**config.mk**
```make
export PLATFORM = sky130hd
export DESIGN_NAME = ring_phase_monitor_flat
export DESIGN_NICKNAME = d
export VERILOG_FILES = /design/src/rtl/ring_phase_monitor_if.sv /design/src/rtl/ring_phase_monitor.sv /design/src/flat_wrapper.sv
export SDC_FILE = /design/constraint.sdc
export NUM_CORES = 1
export LEC_CHECK = 0
export CORE_UTILIZATION = 33
export CTS_CLUSTER_DIAMETER = 150
export DETAILED_ROUTE_END_ITERATION = 7
export GPL_TIMING_DRIVEN = 0
export PLACE_DENSITY_LB_ADDON = 0.3
export SLEW_MARGIN = 20
export SYNTH_ARGS = -nofsm -noshare
export SYNTH_HDL_FRONTEND = slang
export SYNTH_SLANG_ARGS = --single-unit
export TNS_END_PERCENT = 20
```
**constraint.sdc**
```tcl
create_clock -name clk -period 3.4 [get_ports clk]
set_input_delay 0.51 -clock clk [delete_from_list [all_inputs] [get_ports clk]]
set_output_delay 0.51 -clock clk [all_outputs]
set_load 0.01 [all_outputs]
```
**src/rtl/ring_phase_monitor_if.sv**
```systemverilog
// ring_phase_monitor_if: control and status bundle between a ring-phase source and its monitor
interface ring_phase_monitor_if #(parameter int REV_W = 8);
    logic             en;
    logic [3:0]       phase_in;
    logic             clr_err;
    logic             locked;
    logic             fault;
    logic [1:0]       fault_code;
    logic [1:0]       phase_idx;
    logic             rev_tick;
    logic [REV_W-1:0] rev_count;
    modport master(output en, phase_in, clr_err,
                   input locked, fault, fault_code, phase_idx, rev_tick, rev_count);
    modport slave(input en, phase_in, clr_err,
                  output locked, fault, fault_code, phase_idx, rev_tick, rev_count);
endinterface

```
**src/rtl/ring_phase_monitor.sv**
```systemverilog
// ring_phase_monitor: checks a one-hot 4-phase ring for legality and order, locks and counts revolutions
// Define RING_STALL_EN to accept a repeated phase as a stall instead of an out-of-sequence error.
module ring_phase_monitor #(
    parameter int REV_W = 8,
    parameter int SYNC_REVS = 2
) (
    input logic clk,
    input logic rst,
    ring_phase_monitor_if.slave bus
);
    typedef enum logic [1:0] {IDLE, SYNC, LOCKED, FAULT} state_t;
    state_t           st;
    logic [3:0]       prev;
    logic             prev_v;
    logic [3:0]       good;
    logic             locked_q, fault_q, tick_q;
    logic [1:0]       code_q, idx_q;
    logic [REV_W-1:0] cnt_q;
    logic [3:0]       succ;
    logic             illegal, stall, oos, rev;
    logic [1:0]       pidx;
    always_comb begin
        succ    = {prev[0], prev[3:1]};
        illegal = !$onehot(bus.phase_in);
`ifdef RING_STALL_EN
        stall   = prev_v && bus.phase_in == prev;
`else
        stall   = 1'b0;
`endif
        oos     = prev_v && !stall && bus.phase_in != succ;
        rev     = prev_v && prev == 4'b0010 && bus.phase_in == 4'b0001;
        pidx    = {bus.phase_in[3] | bus.phase_in[2], bus.phase_in[3] | bus.phase_in[1]};
    end
    always_ff @(posedge clk) begin
        if (!rst) begin
            st       <= IDLE;
            prev     <= 4'b0000;
            prev_v   <= 1'b0;
            good     <= 4'd0;
            locked_q <= 1'b0;
            fault_q  <= 1'b0;
            code_q   <= 2'b00;
            idx_q    <= 2'b00;
            tick_q   <= 1'b0;
            cnt_q    <= '0;
        end else begin
            tick_q <= 1'b0;
            case (st)
                IDLE: begin
                    prev_v <= 1'b0;
                    good   <= 4'd0;
                    if (bus.en) st <= SYNC;
                end
                SYNC, LOCKED: begin
                    if (!bus.en) begin
                        st       <= IDLE;
                        prev_v   <= 1'b0;
                        locked_q <= 1'b0;
                        idx_q    <= 2'b00;
                    end else if (illegal || (oos && st == LOCKED)) begin
                        st       <= FAULT;
                        fault_q  <= 1'b1;
                        locked_q <= 1'b0;
                        idx_q    <= 2'b00;
                        code_q   <= illegal ? 2'b01 : 2'b10;
                    end else if (oos) begin
                        good <= 4'd0;
                        prev <= bus.phase_in;
                    end else begin
                        prev   <= bus.phase_in;
                        prev_v <= 1'b1;
                        if (st == LOCKED) begin
                            idx_q <= pidx;
                            if (rev) begin
                                tick_q <= 1'b1;
                                cnt_q  <= cnt_q + 1'b1;
                            end
                        end else if (rev) begin
                            if (good == 4'(SYNC_REVS - 1)) begin
                                st       <= LOCKED;
                                locked_q <= 1'b1;
                                cnt_q    <= '0;
                                idx_q    <= pidx;
                                good     <= 4'd0;
                            end else begin
                                good <= good + 1'b1;
                            end
                        end
                    end
                end
                FAULT: begin
                    if (bus.clr_err) begin
                        st      <= bus.en ? SYNC : IDLE;
                        fault_q <= 1'b0;
                        code_q  <= 2'b00;
                        prev_v  <= 1'b0;
                        good    <= 4'd0;
                    end
                end
            endcase
        end
    end
    assign bus.locked     = locked_q;
    assign bus.fault      = fault_q;
    assign bus.fault_code = code_q;
    assign bus.phase_idx  = idx_q;
    assign bus.rev_tick   = tick_q;
    assign bus.rev_count  = cnt_q;
endmodule

```
**src/flat_wrapper.sv**
```systemverilog
// flat-port wrapper written by rule: the top's interface ports become plain ports
module ring_phase_monitor_flat 
#(
    parameter int REV_W = 8,
    parameter int SYNC_REVS = 2
)
  (clk, rst, bus_en, bus_phase_in, bus_clr_err, bus_locked, bus_fault, bus_fault_code, bus_phase_idx, bus_rev_tick, bus_rev_count);
  ring_phase_monitor_if #(.REV_W(REV_W)) bus_i ();
  input logic clk;
  input logic rst;
  input wire logic [$bits(bus_i.en)-1:0] bus_en;
  input wire logic [$bits(bus_i.phase_in)-1:0] bus_phase_in;
  input wire logic [$bits(bus_i.clr_err)-1:0] bus_clr_err;
  output wire logic [$bits(bus_i.locked)-1:0] bus_locked;
  output wire logic [$bits(bus_i.fault)-1:0] bus_fault;
  output wire logic [$bits(bus_i.fault_code)-1:0] bus_fault_code;
  output wire logic [$bits(bus_i.phase_idx)-1:0] bus_phase_idx;
  output wire logic [$bits(bus_i.rev_tick)-1:0] bus_rev_tick;
  output wire logic [$bits(bus_i.rev_count)-1:0] bus_rev_count;
  assign bus_i.en = bus_en;
  assign bus_i.phase_in = bus_phase_in;
  assign bus_i.clr_err = bus_clr_err;
  assign bus_locked = bus_i.locked;
  assign bus_fault = bus_i.fault;
  assign bus_fault_code = bus_i.fault_code;
  assign bus_phase_idx = bus_i.phase_idx;
  assign bus_rev_tick = bus_i.rev_tick;
  assign bus_rev_count = bus_i.rev_count;
  ring_phase_monitor #(.REV_W(REV_W), .SYNC_REVS(SYNC_REVS)) u_core (.clk(clk), .rst(rst), .bus(bus_i));
endmodule
```
Yosys cells after proc, flatten, opt, wreduce, memory -nomap -nowiden
Index checks and enable logic that the tools add are counted.

Register bits after elaboration: 26. Input port bits: 8. Output and inout bits: 15. Word-level logic and storage cells: 117.

$add $sub $neg: 5. Eq/ne operators: 27. Muxes and demuxes: 48. Bitwise gates (word level): 8. Reductions and logical operators: 19.

Operators with widths (count): $mux W2 (18); $mux W8 (4); $mux W4 (7); $mux W1 (14); $ne A3 B3 Y1 const B (4); $pmux W4 S3 (1); $reduce_and A6 Y1 (2); $reduce_and A5 Y1 (2); $ne A3 B1 Y1 const B (3); $add A8 B1 Y8 const B (1); $eq A4 B1 Y1 const B (2); $ne A2 B2 Y1 const B (4); $ne A4 B1 Y1 const B (2); $ne A4 B2 Y1 const B (2); $ne A4 B4 Y1 const B (2); $reduce_and A4 Y1 (2); $not A1 Y1 (6); $pmux W2 S3 (1); $reduce_and A3 Y1 (2); $reduce_or A6 Y1 (1); $add A1 B1 Y2 (2); $add A4 B1 Y4 const B (1); $eq A2 B2 Y1 const B (2); $eq A4 B2 Y1 const B (1); 16 further kinds (21).

Depth between registers and ports, before layout
Gate-level depths: netlist (run 1).

Depth after elaboration: 9. Mapped depth: 11. Gate-level depth less buffers: 10.

Worst setup path after synthesis (run 1)
OpenSTA, ideal clock, no wires.

Path type: in2reg. From: input port bus_phase_in[1]. To: register u_core.cnt_q[0] (netlist: u_core.bus.rev_count[0]). Library setup time: 133 ps. Data arrival time: 2872 ps. Required time: 3267 ps. Slack: 395 ps. Stages on the path: 11. Path buffers: 1. Cells stage by stage: inv_1 ha_1 inv_1 ha_1 fa_1 nor3b_2 nand3_1 or2_2 buf_2 o21ai_1 nor2_1.

Word-level cells in the longest chain between the ends: 7. Elaborated cells on any way between the ends: 13. Classes of those cells: 2 x add/sub; 3 x eq/ne; 2 x bitwise; 6 x reduce/logical.

Ends and longest elaborated chain: from (decl) (line flat_wrapper.sv:12) `input wire logic [$bits(bus_i.phase_in)-1:0] bus_phase_in;`; $add A1 B1 Y2 (not written as such) (line ring_phase_monitor.sv:24) `illegal = !$onehot(bus.phase_in);`; $add A3 B3 Y3 (not written as such) (line ring_phase_monitor.sv:24); $eq A3 B1 Y1 (line ring_phase_monitor.sv:24); $logic_not A1 Y1 (line ring_phase_monitor.sv:24); $logic_or A1 B1 Y1 (line ring_phase_monitor.sv:60) `end else if (illegal || (oos && st == LOCKED)) begin`; $not A1 Y1 (no line); $reduce_and A6 Y1 (no line) *; to (signal assigned) (line ring_phase_monitor.sv:76) `cnt_q <= cnt_q + 1'b1;`; to (decl) (line ring_phase_monitor.sv:18) `logic [REV_W-1:0] cnt_q;`.

Mark *: on every way between the ends. The rest lies on a longest branch, timed or not. A chain may end at the register's enable or synchronous reset.

Worst setup path in the final report (run 1)
From: input port bus_phase_in[0]. To: register u_core.good[1].

Word-level cells in the longest chain between the ends: 7. Elaborated cells on any way between the ends: 18. Classes of those cells: 2 x add/sub; 6 x eq/ne; 4 x mux; 6 x reduce/logical.

Ends and longest elaborated chain: $add A1 B1 Y2 (not written as such) (line ring_phase_monitor.sv:24); $add A3 B3 Y3 (not written as such) (line ring_phase_monitor.sv:24); $eq A3 B1 Y1 (line ring_phase_monitor.sv:24); $logic_not A1 Y1 (line ring_phase_monitor.sv:24); $logic_or A1 B1 Y1 (line ring_phase_monitor.sv:60); $ne A2 B2 Y1 (no line); $reduce_and A5 Y1 (no line); to (signal assigned) (line ring_phase_monitor.sv:86) `good <= good + 1'b1;`; to (decl) (line ring_phase_monitor.sv:15) `logic [3:0] good;`.

Several ways; a longest one is shown, not always the timed one. The select of a mux whose other input is x is not followed.

==> summary.md, run 1 <==
| Metric | Value |
|---|---|
| Status | complete, but fails checks |
| Failing checks | design-rule violations |
| Syn_area_per_cell | about 8.6 sq um |
| FILL cells | ~430 |
| CP dominant cell by count | ha_1 |
| First-pass GRT wire length | just under 6 mm |
| Final Hold Violating Endpoints | 0 |
| Die width | roughly 71 um |
| Slew headroom | a little over half |
| Clock Sink Count | 26 |
| Syn Nets | between 200 and 250 |
| # diodes | 0 |
| Max stage delay on crit path | approximately 510 ps |
| Yosys Warn Count | 0 |
| Hold Crit Class | reg -> reg |
| Metal3 WL | 137 um |
| Core Box Area | between 4000 and 5000 sq um |
| Power per Cell Area | between 300 and 400 nW/um^2 |
| IO Port Bufs | 21 |
| Vias per inst | roughly 5.3 |
| Initial drt markers | 92 |
| Highest metal used | met4 |
| Asr flop ratio synth | 0% |
| Max Clk Rate | roughly 0.30 GHz |
| FF-to-FF Start | u_core.st[0] |
| Final core utilization | between 40% and 50% |
| Area grow syn2layout | 26.2% |
| DIE HEIGHT | 71.3 um |
| Met1 WL | approximately 1.8 mm |
| P_leak | ~0.00075 uW |
| Number of distinct library cells after synthesis | 49 |
| Detailed-route via count | 1402 |
| Fin crit share | 96.8% |
| Final setup viols | 0 |
| Seq/Total Area, Yosys | 32.9% |
| Hold Path Depth | 2 |
| # hold bufs at CTS | 0 |
| Vias in the first global route | between 1000 and 1500 |
| Initial core utilization | between 30% and 40% |
| Pre-antenna DRT Iters | 6 |
| Highest-count cells in the layout ignoring fill and taps | dfxtp_1, nand2_1, clkdlybuf4s50_1, nor2_1, ha_1 |
| Clock Tree Buf Depth | 2 |
| Routed Antenna Nets | 0 |
| GRT Overall Usage | between 10% and 20% |
| Hold_sp | u_core.bus.phase_idx[1] |
| Largest area contributor in the netlist | dfxtp_1 |
| Final worst hold slack | around 470 ps |
| Worst setup EP type | flip-flop |
| Clk root buf | clkbuf_8 |
| Cts bufs inserted | 3 |
| Nets@finish | 236 |
| Post-Synthesis Cell Area | around 1600 sq um |
| DR WL/cell | between 10 and 15 um |
| VDD IR max | slightly above 0.0002 V |
| Critical Path Start Type | input port |
| Crit path kind | in -> reg |
| GPL Wtd Cong | 0.868 |
| GR Overflow Total | 0 |
| DP HPWL | between 2 and 3 mm |
| R2r endpoint | u_core.st[1] |
| Cell Chain, Critical Path | clkdlybuf4s50_1 > ha_1 > inv_1 > ha_1 > fa_1 > nand4bb_4 > or2_2 > o32a_2 > a2111o_1 > o31ai_1 |
| Clock Skews | between 6 and 7 ps |
| Cell count after synthesis | ~190 |
| Commonest non-fill, non-tap cell in the layout | dfxtp_1 |
| Worst Path Required | roughly 3600 ps |
| Worst hold endpoint | u_core.bus.phase_idx[1] |
| Full die area | 5080 sq um |
| EDFF count, synth | 0 |
| Fin. max-slew vios | 0 |
| Htree depth | 1 |
| Initial antenna violation count | 0 |
| Synth Register Bits | 26 |
| Crit path max-delay family | adder cells |
| Synth area leaders | dfxtp_1, ha_1, nand2_1 |
| Post-route minimum period | ~3300 ps |
| Layout cell share with drive strength beyond 1 | a little under a tenth |
| Setup slack, reg-to-reg | 1070 ps |
| Largest net degree at the start of global routing | 15 |
| R2R depth | 7 |
| Max_cap viols | 0 |
| Later-pin clock latency in the skew report | ~270 ps |
| Post-layout instance area | about 2000 sq um |
| Drt total wl | 3.54 mm |
| Top FF cell, synth | dfxtp_1 |
| WP buf/inv | 2 |
| Boundary Pins | 23 |
| Reg clk slew, reported paths | around 90 ps |
| DP Area | around 1900 sq um |
| Setup TNS | 0 ps |
| Setup repair after global routing missed its margin | no |
| CTS tree | yes |
| Slowest cell on the critical path | fa_1 |
| Met2 WL post-DR | between 1.5 and 2 mm |
| DRC | 2 |
| Top cell type's share of synthesized area | about 33% |
| Worst-margin pin slew | between 600 and 700 ps |
| # rows | 24 |
| Critical Path Fanout Max | 6 |
| Crit path DAT | 3480 ps |
worst min-delay path, cell delays in order, from the launching register on:
cell     delay [ps]
dfxtp_1         320
nand2_1          50
mux2i_1          50
layout make-up:
| type | count | area, sq um | area share, % |
|---|---|---|---|
| Tap cell | 52 | 65.1 | 3.26 |
| Buffer | 7 | 28.8 | 1.44 |
| Timing Repair Buffer | 24 | 240 | 12.0 |
| Sequential cell | 26 | 520 | 26.0 |
| Clock buffer | 4 | 55.1 | 2.76 |
| Multi-Input combinational cell | 140 | 1040 | 52.2 |
| Inverter | 12 | 45.0 | 2.25 |
cells by family (layout without fill, tap and decap cells):
| kind of cell | Yosys count | count (layout) | share of synthesized area (%) |
|---|---|---|---|
| AO/OA/AOI/OAI | 43 | 43 | 19.1 |
| XOR/XNOR | 7 | 7 | 3.87 |
| adder cells (fa/ha/maj) | 14 | 14 | 11.5 |
| buffers and inverters | 19 | 47 | 4.66 |
| flip-flops | 26 | 26 | 32.9 |
| multiplexers | 6 | 6 | 3.79 |
| AND/OR/NAND/NOR | 70 | 70 | 24.1 |
routing by layer:
metal / vias up / track usage [%]
met3: 4 / 2.53
li1: 730 / -
met1: 645 / 21.0
met2: 23 / 22.4
met4: 0 / 3.78
met5: - / 0
stage by stage:
stage	worst slack (ps)	std cells	total power (uW)
global placement	-778	258	568
floorplan	395	185	506
finish	107	265	797
CTS	17.1	263	793
detailed placement	-794	258	570
global route	18.5	265	845
synth_stat cells (3+ instances only):
master / instances
or4_1: 5
o31ai_1: 5
nand3_1: 5
clkbuf_1: 4
inv_1: 12
nor4_1: 4
o21ai_0: 7
dfxtp_1: 26
nand4_1: 3
nor2_1: 13
a21oi_1: 12
ha_1: 13
xnor2_1: 7
mux2i_1: 6
nand2_1: 20
power breakdown:
group	switching (uW)	internal, uW	total, uW
sequential	16.1	323	339
combinational	138	112	251
clock	103	104	207
state kept, by name (all words and copies together) (netlist names):
name                   count
u_core.prev_v              1
u_core.bus.locked          1
u_core.good                4
u_core.st                  2
u_core.bus.fault_code      2
u_core.bus.phase_idx       2
u_core.prev                4
u_core.bus.fault           1
u_core.bus.rev_count       8
u_core.bus.rev_tick        1
timing repair:
action / CTS / global route
hold endpoints to repair: 0 / 0
gates resized for setup: 5 / 8
pin swaps: 1 / 1
endpoints found under the setup margin: 12 / 15
setup buffers: 1 / 2
worst max-delay path by stage:
stage / slack, ps / end / cells past startpoint / start
floorplan: 400 / u_core.bus.rev_count[0] / 11 / bus_phase_in[1]
global placement: -780 / u_core.bus.rev_count[0] / 12 / bus_phase_in[1]
detailed placement: -790 / u_core.bus.rev_count[3] / 12 / bus_phase_in[1]
CTS: 20 / u_core.good[1] / 11 / bus_phase_in[1]
global route: 20 / u_core.good[1] / 10 / bus_phase_in[0]
finish: 110 / u_core.good[1] / 10 / bus_phase_in[0]
No activity file was read; power rests on OpenSTA's default activity.
==> inputs of run 2 (changes only) <==
--- a/config.mk
+++ b/config.mk
@@ -5,11 +5,13 @@
 export SDC_FILE = /design/constraint.sdc
 export NUM_CORES = 1
 export LEC_CHECK = 0
+export ABC_AREA = 1
 export CORE_UTILIZATION = 33
 export CTS_CLUSTER_DIAMETER = 150
 export DETAILED_ROUTE_END_ITERATION = 7
 export GPL_TIMING_DRIVEN = 0
 export PLACE_DENSITY_LB_ADDON = 0.3
+export RECOVER_POWER = 25
 export SLEW_MARGIN = 20
 export SYNTH_ARGS = -nofsm -noshare
 export SYNTH_HDL_FRONTEND = slang
==> run 2 against run 1 <==
Net effect:
- the flow now finishes without violations
- sequential share of layout area is 1.5 points lower
- die area is 9.7% higher
- routed wire length is 4.9% higher
- setup slack better by 380 ps
==> summary.md, run 2 <==
| Metric | Value |
|---|---|
| Asr flop ratio synth | 0% (unchanged) |
| WP buf/inv | 3 (+1) |
| Slew headroom | 67.9% (+14 points) |
| Max_cap viols | 0 (unchanged) |
| Yosys Warn Count | 0 (unchanged) |
| Drt total wl | 3.71 mm (+4.9%) |
| Syn_area_per_cell | 6.80 sq um (-21%) |
| Worst-margin pin slew | 482 ps (-199 ps) |
| Hold_sp | u_core.bus.fault_code[0] |
| Setup slack, reg-to-reg | 1540 ps (+470 ps) |
| Routed Antenna Nets | 0 (unchanged) |
| GR Overflow Total | 0 (unchanged) |
| GPL Wtd Cong | 0.866 (-0.21%) |
| # diodes | 0 (unchanged) |
| Final Hold Violating Endpoints | 0 (unchanged) |
| Largest area contributor in the netlist | dfxtp_1 |
| Full die area | 5570 sq um (+9.7%) |
| Die width | 74.6 um (+4.7%) |
| Layout cell share with drive strength beyond 1 | 10.6% (+1.2 points) |
| Fin crit share | 85.6% (-11 points) |
| Setup repair after global routing missed its margin | no |
| Post-CTS sizing | 0 (-5) |
| Clock Sink Count | 26 (unchanged) |
| Max reg flops | 8 (unchanged) |
| Vias in the first global route | 1455 (+17%) |
| Detailed-route via count | 1614 (+15%) |
| First-pass GRT wire length | 6.58 mm (+10%) |
| Commonest non-fill, non-tap cell in the layout | nand2_1 |
| # hold bufs at CTS | 0 (unchanged) |
| Max stage delay on crit path | 540 ps (+30 ps) |
| CTS tree | yes |
| Later-pin clock latency in the skew report | 270 ps (about the same) |
| Seq/Total Area, Yosys | 29.9% (-3.0 points) |
| Critical Path Start Type | input port |
| FILL cells | 559 (+29%) |
| Worst Path Required | 3550 ps (-40 ps) |
| Initial drt markers | 52 (-43%) |
| Reg clk slew, reported paths | 90 ps (about the same) |
| DIE HEIGHT | 74.6 um (+4.7%) |
| EDFF count, synth | 0 (unchanged) |
| WP depth | 14 (+4) |
| Final setup viols | 0 (unchanged) |
| Crit path launch | bus_phase_in[1] |
| Worst setup EP type | flip-flop |
| Cell Chain, Critical Path | clkdlybuf4s50_1 > inv_2 > ha_1 > inv_1 > ha_1 > fa_1 > nor2_1 > nand2_1 > nor2_1 > nand2_4 > nor2_8 > nand2_4 > nand2_1 > a21oi_1 |
| Crit path max-delay family | simple AND/OR/NAND/NOR gates |
| Synth Register Bits | 26 (unchanged) |
| Crit path DAT | 3060 ps (-420 ps) |
| GRT Overall Usage | 15.4% (+0.83 points) |
| Core Box Area | 5110 sq um (+14%) |
| Pre-antenna DRT Iters | 4 (-2) |
| Area grow syn2layout | 21.8% |
| DRC | 0 (-2) |
| Number of distinct library cells after synthesis | 25 (-49%) |
| Highest-count cells in the layout ignoring fill and taps | nand2_1, nor2_1, inv_1, dfxtp_1 |
| Clk root buf | clkbuf_8 |
| Post-route minimum period | 2910 ps (-382 ps) |
| Metal3 WL | 130 um (-5.1%) |
| DR WL/cell | 10.5 um (-21%) |
| Top FF cell, synth | dfxtp_1 |
| Htree depth | 1 (unchanged) |
| Most frequent cell after synthesis | nand2_1 |
| Crit path kind | in -> reg |
| Post-CTS Setup Inserts | 0 (-1) |
| # rows | 26 (+8.3%) |
| Fin. max-slew vios | 0 (unchanged) |
| Cts bufs inserted | 3 (unchanged) |
| Critical Path Fanout Max | 9 (+3) |
| Boundary Pins | 23 (unchanged) |
| R2R depth | 8 (+1) |
| Setup TNS | 0 ps (unchanged) |
| Top cell type's share of synthesized area | 29.9% (-3.0 points) |
| Initial core utilization | 34.1% (-1.3 points) |
| Final worst hold slack | 467 ps (+0.439 ps) |
| Syn Nets | 278 (+34%) |
| Power per Cell Area | 588 nW/um^2 (+47%) |
| R2r endpoint | u_core.bus.rev_count[5] |
| Initial antenna violation count | 0 (unchanged) |
| Met1 WL | 1.91 mm (+7.2%) |
| Post-Synthesis Cell Area | 1740 sq um (+10%) |
| Synth area leaders | dfxtp_1, nand2_1, ha_1 |
| Met2 WL post-DR | 1.64 mm (+2.9%) |
| Vias per inst | 4.59 (-13%) |
| DP HPWL | 2.89 mm (+12%) |
| Nets@finish | 305 (+29%) |
| Top cells by count, synth | nand2_1, nor2_1, inv_1 |
| Slowest cell on the critical path | clkdlybuf4s50_1 |
| FF-to-FF Start | u_core.st[1] |
| Max Clk Rate | 0.344 GHz (+13%) |
| P_leak | 0.000994 uW (+33%) |
| Clock Tree Buf Depth | 2 (unchanged) |
| Hold Crit Class | reg -> reg |
| Cell count after synthesis | 256 (+38%) |
| IO Port Bufs | 22 (+4.8%) |
| Status | finished clean |
| End point of the critical path | u_core.bus.rev_count[5] |
| Largest net degree at the start of global routing | 16 (+1) |
| Highest metal used | met4 |
| Clock Skews | 3.30 ps (-3.39 ps) |
| VDD IR max | 0.000342 V (+69%) |
## run 2: changes by cell type in the layout (fill, tap and decap cells not counted), sizes merged, moves of 10 or more
cell and delta:
nand2 +44, nor2 +28, nand3 +19, a21oi +10, inv +24, dlygate4sd3 +10
## run 2: per-layer routing
metal | vias up | GRT usage [%]
li1 | 865 | -
met1 | 720 | 20.5
met2 | 27 | 25.0
met3 | 2 | 3.48
met4 | 0 | 4.40
met5 | - | 0
## run 2: layout make-up
| class | count | area (sq um) | area share, % |
|---|---|---|---|
| clock inverter | 1 | 30.0 | 1.42 |
| clock buffer | 3 | 41.3 | 1.95 |
| sequential | 26 | 520 | 24.6 |
| buffer | 3 | 12.5 | 0.590 |
| inverter | 36 | 135 | 6.38 |
| timing repair buffer | 22 | 220 | 10.4 |
| tap | 70 | 87.6 | 4.13 |
| multi-input combinational | 191 | 1070 | 50.6 |
## run 2: worst min-delay path, cell delays in order (launching register included)
cell     delay (ps)
dfxtp_1         320
nand2_1          60
a21oi_1          50
## run 2: worst min path at each step
stage / slack, ps / end / depth (start not counted)
detailed placement: 450 / u_core.bus.fault_code[0] / 2
finish: 470 / u_core.bus.fault_code[0] / 2
floorplan: 450 / u_core.prev[1] / 2
global route: 510 / u_core.bus.fault_code[1] / 2
CTS: 470 / u_core.bus.fault_code[0] / 2
global placement: 470 / u_core.prev[3] / 2
## run 2: through the flow
| step | power (uW) | setup WS [ps] | util [%] | instance area [sq um] | instances |
|---|---|---|---|---|---|
| CTS | 1270 | 467 | 41.5 | 2120 | 352 |
| global route | 1380 | 280 | 41.5 | 2120 | 352 |
| floorplan | 854 | 970 | - | 1740 | 256 |
| finish | 1250 | 490 | 41.5 | 2120 | 352 |
| global placement | 994 | 185 | 40.1 | 2050 | 348 |
| detailed placement | 1000 | 168 | 40.1 | 2050 | 348 |
## run 2: cell families (layout without fill, tap and decap cells)
family,after synthesis,in the layout,synth area share [%]
compound gates,32,32,9.49
simple gates,138,138,38.1
fa+ha+maj,14,14,10.5
xor+xnor,7,7,3.52
buf+inv,39,65,8.48
flops,26,26,29.9
## run 2: power by group
part / internal, uW / switching, uW
Clock: 158 / 102
Combinational: 219 / 362
Sequential: 360 / 45.5
